### src/rtl/result_collector.sv
// result_collector: round-robin gather of finished pixels from 16 engines
// into the frame-buffer write port.
// Ports: clk, rst_n (async, active-low); i_done/i_addr per-engine results;
// o_select drives the colour mux, i_color is its output; o_ack one-hot
// result-taken pulse; o_wr_en/o_wr_addr/o_wr_data with i_wr_ready
// backpressure; o_pix_count/i_count_clr accepted-write counter.
// Optional: define RESULT_COLLECTOR_STATS_EN to enable the pixel counter;
// otherwise o_pix_count reads 0 and i_count_clr is ignored.
module result_collector #(
    parameter int N_ENG   = 16,
    parameter int SEL_W   = 4,
    parameter int COLOR_W = 12,
    parameter int ADDR_W  = 19
) (
    input  logic                    clk,
    input  logic                    rst_n,
    input  logic [N_ENG-1:0]        i_done,
    input  logic [N_ENG*ADDR_W-1:0] i_addr,
    output logic [SEL_W-1:0]        o_select,
    input  logic [COLOR_W-1:0]      i_color,
    output logic [N_ENG-1:0]        o_ack,
    output logic                    o_wr_en,
    output logic [ADDR_W-1:0]       o_wr_addr,
    output logic [COLOR_W-1:0]      o_wr_data,
    input  logic                    i_wr_ready,
    output logic [31:0]             o_pix_count,
    input  logic                    i_count_clr
);

    localparam logic [1:0] SCAN    = 2'd0;
    localparam logic [1:0] CAPTURE = 2'd1;
    localparam logic [1:0] WRITE   = 2'd2;

    logic [1:0]         state_q, state_d;
    logic [SEL_W-1:0]   ptr_q, ptr_d;
    logic [SEL_W-1:0]   sel_q, sel_d;
    logic [N_ENG-1:0]   ack_q, ack_d;
    logic               wr_en_q, wr_en_d;
    logic [ADDR_W-1:0]  addr_q, addr_d;
    logic [COLOR_W-1:0] data_q, data_d;

    logic               hit;
    logic [SEL_W-1:0]   idx;

    // Rotating search: candidate i is ptr+i (mod N_ENG), so the engine
    // served last is examined last.
    always_comb begin
        logic [SEL_W-1:0] cand;
        hit  = 1'b0;
        idx  = ptr_q;
        cand = '0;
        for (int i = 0; i < N_ENG; i++) begin
            cand = ptr_q + SEL_W'(i);
            if (!hit && i_done[cand]) begin
                hit = 1'b1;
                idx = cand;
            end
        end
    end

    always_comb begin
        state_d = state_q;
        ptr_d   = ptr_q;
        sel_d   = sel_q;
        ack_d   = '0;
        wr_en_d = wr_en_q;
        addr_d  = addr_q;
        data_d  = data_q;
        unique case (state_q)
            SCAN: begin
                if (hit) begin
                    sel_d   = idx;
                    state_d = CAPTURE;
                end
            end
            // Mux select has settled for a full cycle; latch its output.
            CAPTURE: begin
                data_d       = i_color;
                addr_d       = i_addr[sel_q*ADDR_W +: ADDR_W];
                wr_en_d      = 1'b1;
                ack_d[sel_q] = 1'b1;
                ptr_d        = sel_q + 1'b1;
                state_d      = WRITE;
            end
            WRITE: begin
                if (i_wr_ready) begin
                    wr_en_d = 1'b0;
                    state_d = SCAN;
                end
            end
            default: state_d = SCAN;
        endcase
    end

    always_ff @(posedge clk or negedge rst_n) begin
        if (!rst_n) begin
            state_q <= SCAN;
            ptr_q   <= '0;
            sel_q   <= '0;
            ack_q   <= '0;
            wr_en_q <= 1'b0;
            addr_q  <= '0;
            data_q  <= '0;
        end else begin
            state_q <= state_d;
            ptr_q   <= ptr_d;
            sel_q   <= sel_d;
            ack_q   <= ack_d;
            wr_en_q <= wr_en_d;
            addr_q  <= addr_d;
            data_q  <= data_d;
        end
    end

    assign o_select  = sel_q;
    assign o_ack     = ack_q;
    assign o_wr_en   = wr_en_q;
    assign o_wr_addr = addr_q;
    assign o_wr_data = data_q;

`ifdef RESULT_COLLECTOR_STATS_EN
    logic [31:0] cnt_q, cnt_d;

    // Clear has priority over a same-cycle accept.
    always_comb begin
        cnt_d = cnt_q;
        if (i_count_clr)
            cnt_d = '0;
        else if (wr_en_q && i_wr_ready)
            cnt_d = cnt_q + 32'd1;
    end

    always_ff @(posedge clk or negedge rst_n) begin
        if (!rst_n)
            cnt_q <= '0;
        else
            cnt_q <= cnt_d;
    end

    assign o_pix_count = cnt_q;
`else
    logic unused_count_clr;
    assign unused_count_clr = i_count_clr;
    assign o_pix_count      = '0;
`endif

endmodule

### config.mk
export PLATFORM = sky130hd
export DESIGN_NAME = result_collector
export DESIGN_NICKNAME = d
export VERILOG_FILES = /design/src/rtl/result_collector.sv
export SDC_FILE = /design/constraint.sdc
export NUM_CORES = 1
export LEC_CHECK = 0
export CORE_AREA = 2 2 166 168
export DETAILED_ROUTE_END_ITERATION = 12
export DIE_AREA = 0 0 168 170
export GPL_TIMING_DRIVEN = 0
export PLACE_DENSITY = 0.68
export SYNTH_ARGS = -nofsm -noshare
export SYNTH_HDL_FRONTEND = slang
export SYNTH_SLANG_ARGS = --single-unit
export TNS_END_PERCENT = 30
### constraint.sdc
create_clock -name clk -period 6.4 [get_ports clk]
set_clock_uncertainty 0.2 [all_clocks]
set_input_delay 0.96 -clock clk [delete_from_list [all_inputs] [get_ports clk]]
set_output_delay 0.96 -clock clk [all_outputs]
set_load 0.05 [all_outputs]
==> flow_summary.yaml, run 1 <==
power:
  power.internal_mw: 3.05
  power_frac_seq: 0.097
  swShare: 0.520
  p_comb_frac: 0.823
  power_switching_mw: 3.31
  leakage_nw: 4.73
  pwr-share-clk: 0.080
  p_per_area_nw_per_um2: 534
  irDropWorstVdd_v: 0.000229
logic_synthesis:
  yosysSeqAreaShare: 0.202
  syn_area_um2: 7180
  synth_seq_cells: 58
  avgSynthCellArea_um2: 10.9
  synth_cell_types: 70
  synth-edff-count: 0
  synthArstFlopShare: 1.00
  synth_ff_type: "dfrtp_1"
  synth-warning-count: 0
  synthCells: 658
timing:
  finalHoldViolCount: 0
  worstMarginPinSlew_ns: 1.21
  hold_ws_ns: 0.270
  finalMaxSlewViolations: 0
  relSlewSlack: 0.193
  fmax_ghz: 0.176
  final.setup.tns_ns: 0
  setup_violations: 0
  fin_crit_sh: 0.887
  post-route-min-period_ns: 5.68
  grt_setup_unrepaired: "no"
  fin_ws_ns: 0.724
clocking:
  clockBufferDepth: 2
  numClockSinks: 58
  cts_root_buffer: "clkbuf_16"
  cts_hold_buf: 0
  clk_pin_slew_ns: 0.05
  post_cts_buffers: 0
  insertion_delay_ns: 0.32
  cts_tree: "yes"
  cts.repair.resized: 0
  cts_made_buffers: 9
  h-tree-depth: 3
cells_and_area:
  multi_input_area_um2: 5320
  seq_area_um2: 1450
  syn_to_final_growth_pct: 66.1
  num-nets-final: 1434
  drive_above_1_share: 0.184
  layout_common_cells: "clkdlybuf4s50_1 (385), nand2_1 (128), mux4_2 (123)"
  fill_cells: 2539
  final_common_cell: "clkdlybuf4s50_1"
drt:
  drt_iter0_markers: 526
  dr.pass1.iters: 5
  post-route-drc-count: 0
  drtAntennaViolNets: 0
  vias: 7637
  wl_um: 33700
  wl_per_cell_um: 23.5
  viasPerCell: 5.33
global_routing:
  antenna_found_initial: 7
  track_usage: 0.226
  overflow: 0
  grt_pass1_wl_um: 47900
  grt_pass1_vias: 7615
  use_met1: 0.298
  grt_start_max_net_pins: 32
  grtUsageMet3: 0.0795
  use_met2: 0.357
  busiest_layer: "met2"
floorplanning:
  die_area_um2: 28600
  fp-row-count: 60
  core_um2: 26700
  start_util: 0.269
  pin_count: 420
  die_height_um: 170
  die_w_um: 168
placed_design:
  portBuffers: 386
  gp_congestion: 0.960
  dp_slack_ns: 0.806
  hpwl_um: 28700
setup_path:
  reg2reg_slack_ns: 0.72
  cpMostUsedCell: "buf_2"
  crit_chain: "buf_2 > clkbuf_1 > inv_1 > ha_1 > buf_2 > buf_2 > mux4_2 > a32oi_1 > nand4_4 > nand4bb_1 > buf_2 > nor4_2 > a311oi_1 > mux2i_1 > a21oi_1"
  cp.required_ns: 6.39
  crit_buf_inv: 6
  endpoint_kind: "flop"
  cp-start-kind: "flop"
  critPathKind: "reg -> reg"
  cp_slowest_stage_delay_ns: 0.57
  cp_top_family: "buffers and inverters"
  cp_slowest_cell: "mux4_2"
  worstPathArrival_ns: 5.67
  critPathMaxFanout: 10
min_path:
  min_path_type: "reg -> reg"
run:
  maxCapViolCount: 0
run_status:
  status: "complete, no violations"
-- Yosys cell counts (4+ instances only) --
cell | n | area, um^2
nand2_1 | 128 | 480
dfrtp_1 | 58 | 1450
inv_1 | 14 | 52.6
buf_2 | 9 | 45.0
o21ai_0 | 12 | 60.1
buf_4 | 33 | 248
and2_1 | 23 | 144
o31ai_1 | 4 | 30.0
nor2b_1 | 7 | 43.8
nor2_1 | 21 | 78.8
a31oi_1 | 4 | 25.0
buf_1 | 13 | 48.8
a22oi_1 | 4 | 30.0
ha_1 | 11 | 138
mux4_1 | 6 | 158
nand3_1 | 13 | 65.1
nor4_1 | 4 | 25.0
xor2_1 | 8 | 70.1
xnor2_1 | 7 | 61.3
a21oi_1 | 15 | 75.1
mux2_2 | 6 | 67.6
mux2i_1 | 25 | 250
nand2b_1 | 5 | 31.3
nor3_1 | 12 | 60.1
clkbuf_1 | 28 | 105
a32oi_1 | 4 | 35.0
mux4_2 | 123 | 2770
-- worst paths after layout --
kind | start | cells past startpoint | to
max reg2reg | ptr_q[1]$_DFFE_PN0P_ | 15 | o_select[2]$_DFFE_PN0P_
max in group asynchronous | rst_n | 2 | o_wr_addr[5]$_DFFE_PN0P_
max | ptr_q[1]$_DFFE_PN0P_ | 15 | o_select[2]$_DFFE_PN0P_
min in group asynchronous | rst_n | 1 | o_ack[0]$_DFF_PN0_
min | o_wr_addr[2]$_DFFE_PN0P_ | 2 | o_wr_addr[2]$_DFFE_PN0P_
min reg2reg | o_wr_addr[2]$_DFFE_PN0P_ | 2 | o_wr_addr[2]$_DFFE_PN0P_
-- stage by stage --
| step | area [um^2] | power, mW | std cells | util |
|---|---|---|---|---|
| floorplan | 7300 | 4.22 | 689 | - |
| global placement | 11600 | 5.73 | 1416 | 0.435 |
| detailed placement | 11600 | 5.78 | 1417 | 0.435 |
| CTS | 11900 | 6.32 | 1433 | 0.447 |
| global route | 11900 | 6.75 | 1433 | 0.447 |
| finish | 11900 | 6.36 | 1434 | 0.447 |
-- metal layers --
metal,up-vias,share of wire
met1,3745,0.41
met5,-,0.0020
met3,53,0.10
met4,12,0.019
met2,480,0.46
li1,3347,-
-- layout make-up --
type / instances / share of cell area
diodes: 1 / 0.000210
inverters: 16 / 0.00504
clock inverters: 5 / 0.00651
multi-input cells: 530 / 0.446
well taps: 341 / 0.0358
clock buffers: 11 / 0.0204
repair buffers: 387 / 0.325
plain buffers: 85 / 0.0393
flip-flops and latches: 58 / 0.122
-- flip-flops by register name (all words and copies together), names as in the netlist --
register,cells
o_wr_data,12
o_wr_addr,19
o_wr_en,1
o_select,4
ptr_q,4
state_q,2
o_ack,16
-- cell families after synthesis --
group / after synthesis / share of synthesized area
muxes: 160 / 0.452
adders and majority gates: 11 / 0.0192
buffers and inverters: 101 / 0.0737
other: 1 / 0.000522
and+or+nand+nor: 241 / 0.165
DFF: 58 / 0.202
AOI/OAI and AO/OA: 71 / 0.0688
xor gates and xnor gates: 15 / 0.0183
-- worst min-delay path: cells and delay by family (launching register included) --
kind,cells,cell delay [ns]
DFF,1,0.34
and+or+nand+nor,2,0.10
-- power groups by stage --
| stage | sequential, mW | clock, mW | combinational, mW |
|---|---|---|---|
| final | 0.614 | 0.511 | 5.24 |
| after global routing | 0.633 | 0.542 | 5.58 |
| after CTS | 0.615 | 0.524 | 5.18 |
| after detailed placement | 0.621 | 0 | 5.16 |
| after global placement | 0.612 | 0 | 5.12 |
| after floorplan | 1.02 | 0 | 3.20 |
Note: power is estimated with default switching activity, not from simulation.
==> run 2, diff against run 1 <==
- ABC_AREA: not set -> 0
- PLACE_DENSITY: 0.68 -> 0.64
- SKIP_CTS_REPAIR_TIMING: not set -> 1
==> run 2 against run 1 <==
Against the previous run:
- via count fell by 1.6%
- flip-flop and latch count did not move
- first-iteration DRC count fell by 6.1%
- register-to-register slack improved by 0.05 ns
- sequential share of layout area rose by 0.054 points
- design area fell by 0.44%
- largest cell class unchanged
- largest power group unchanged
- total power fell by 1.9%
- combinational power fell by 0.8%
- wire length rose by 1.2%
- critical path depth fell by 2
- global-route usage rose by 0.48 points
- non-clock buffer count did not move
==> flow_summary.yaml, run 2 (synthesis gave the netlist of run 1 again) <==
drt:
  viasPerCell: 5.25
  drt_iter0_markers: 494
  top_layer_used: "met5"
  drtAntennaViolNets: 0
  wl_met1_um: 14400
  wl_per_cell_um: 23.8
  wl_um: 34100
  dr.pass1.iters: 5
  wl_met3_um: 3030
  route.met2.wl_um: 16100
  vias: 7514
  post-route-drc-count: 0
power:
  power.internal_mw: 2.97
  leakage_nw: 4.71
  power_frac_seq: 0.099
  p_comb_frac: 0.833
  irDropWorstVdd_v: 0.000204
  swShare: 0.525
  power_switching_mw: 3.28
  pwr-share-clk: 0.069
  p_per_area_nw_per_um2: 526
setup_path:
  cp_top_family: "buffers and inverters"
  crit_chain: "buf_2 > clkbuf_1 > inv_1 > ha_1 > buf_2 > buf_2 > mux4_2 > a32oi_1 > nand4_4 > nor2_2 > or4bb_1 > a21oi_1 > o31ai_1"
  critPathMaxFanout: 10
  endpoint_kind: "flop"
  crit_buf_inv: 5
  cp-start-kind: "flop"
  cp_slowest_cell: "mux4_2"
  cpMostUsedCell: "buf_2"
  worstPathArrival_ns: 5.60
  reg2reg_slack_ns: 0.77
  cp.required_ns: 6.38
  critPathKind: "reg -> reg"
  cp_slowest_stage_delay_ns: 0.58
timing:
  finalHoldViolCount: 0
  final.setup.tns_ns: 0
  relSlewSlack: 0.257
  post-route-min-period_ns: 5.63
  fmax_ghz: 0.178
  finalMaxSlewViolations: 0
  worstMarginPinSlew_ns: 1.11
  setup_violations: 0
  fin_crit_sh: 0.879
  grt_setup_unrepaired: "no"
  fin_ws_ns: 0.773
floorplanning:
  pin_count: 420
  die_area_um2: 28600
  core_um2: 26700
  die_height_um: 170
  fp-row-count: 60
  die_w_um: 168
  start_util: 0.269
cells_and_area:
  drive_above_1_share: 0.184
  largest_reg_flops: 19
  n_antenna_cell: 0
  layout_common_cells: "clkdlybuf4s50_1 (385), nand2_1 (128), mux4_2 (123)"
  num-nets-final: 1434
  syn_to_final_growth_pct: 65.4
  final_common_cell: "clkdlybuf4s50_1"
placed_design:
  hpwl_um: 29200
  portBuffers: 386
  dp_slack_ns: 0.873
  gp_congestion: 0.927
clocking:
  numClockSinks: 58
  cts_tree: "yes"
  cts_root_buffer: "clkbuf_16"
  h-tree-depth: 3
  clk_pin_slew_ns: 0.05
  cts_made_buffers: 9
  clockBufferDepth: 2
  insertion_delay_ns: 0.32
run_status:
  status: "complete, no violations"
global_routing:
  overflow: 0
  track_usage: 0.231
  grt_pass1_wl_um: 48700
  grt_start_max_net_pins: 36
  grt_pass1_vias: 7583
  antenna_found_initial: 5
min_path:
  min_path_type: "reg -> reg"
run:
  maxCapViolCount: 0
## run 2: metrics by stage
step	utilization	hold WS, ns	cells	area, um^2	power [mW]
floorplan	-	0.330	689	7300	4.22
global placement	0.435	0.258	1416	11600	5.76
detailed placement	0.435	0.264	1417	11600	5.78
CTS	0.445	0.277	1432	11900	6.23
global route	0.445	0.295	1432	11900	6.65
finish	0.445	0.274	1432	11900	6.24
## run 2: path summary, 6_finish.rpt
path                                     startpoint                       end  cells after the start
max in group asynchronous                     rst_n  o_wr_addr[7]$_DFFE_PN0P_                      2
min                        o_wr_data[8]$_DFFE_PN0P_  o_wr_data[8]$_DFFE_PN0P_                      2
min reg2reg                o_wr_data[8]$_DFFE_PN0P_  o_wr_data[8]$_DFFE_PN0P_                      2
max                            ptr_q[1]$_DFFE_PN0P_   o_select[3]$_DFFE_PN0P_                     13
max reg2reg                    ptr_q[1]$_DFFE_PN0P_   o_select[3]$_DFFE_PN0P_                     13
min in group asynchronous                     rst_n  o_wr_data[1]$_DFFE_PN0P_                      1
## run 2: routing by layer
layer | track usage | up-vias
li1 | - | 3344
met1 | 0.316 | 3697
met2 | 0.370 | 427
met3 | 0.0644 | 38
met4 | 0.0435 | 8
met5 | 0 | -
## run 2: layout make-up
class | count | area, um^2
Clock inverter | 5 | 31.3
Inverter | 16 | 60.1
Timing Repair Buffer | 387 | 3880
Tap cell | 341 | 427
Fill cell | 2541 | 14800
Buffer | 85 | 469
Clock buffer | 10 | 239
Multi-Input combinational cell | 530 | 5320
Sequential cell | 58 | 1450
## run 2: power by group through the flow
stage / registers, mW / logic (mW) / clock network (mW)
after floorplan: 1.02 / 3.20 / 0
after CTS: 0.616 / 5.17 / 0.441
after detailed placement: 0.623 / 5.15 / 0
final: 0.615 / 5.20 / 0.430
after global placement: 0.614 / 5.15 / 0
after global routing: 0.633 / 5.56 / 0.458
## run 2: worst reg2reg max path, stage by stage, from the launching register on
cell and delay, ns:
dfrtp_1 0.52, buf_2 0.32, clkbuf_1 0.42, inv_1 0.36, ha_1 0.46, buf_2 0.29, buf_2 0.33, mux4_2 0.58
a32oi_1 0.51, nand4_4 0.22, nor2_2 0.38, or4bb_1 0.52, a21oi_1 0.23, o31ai_1 0.13
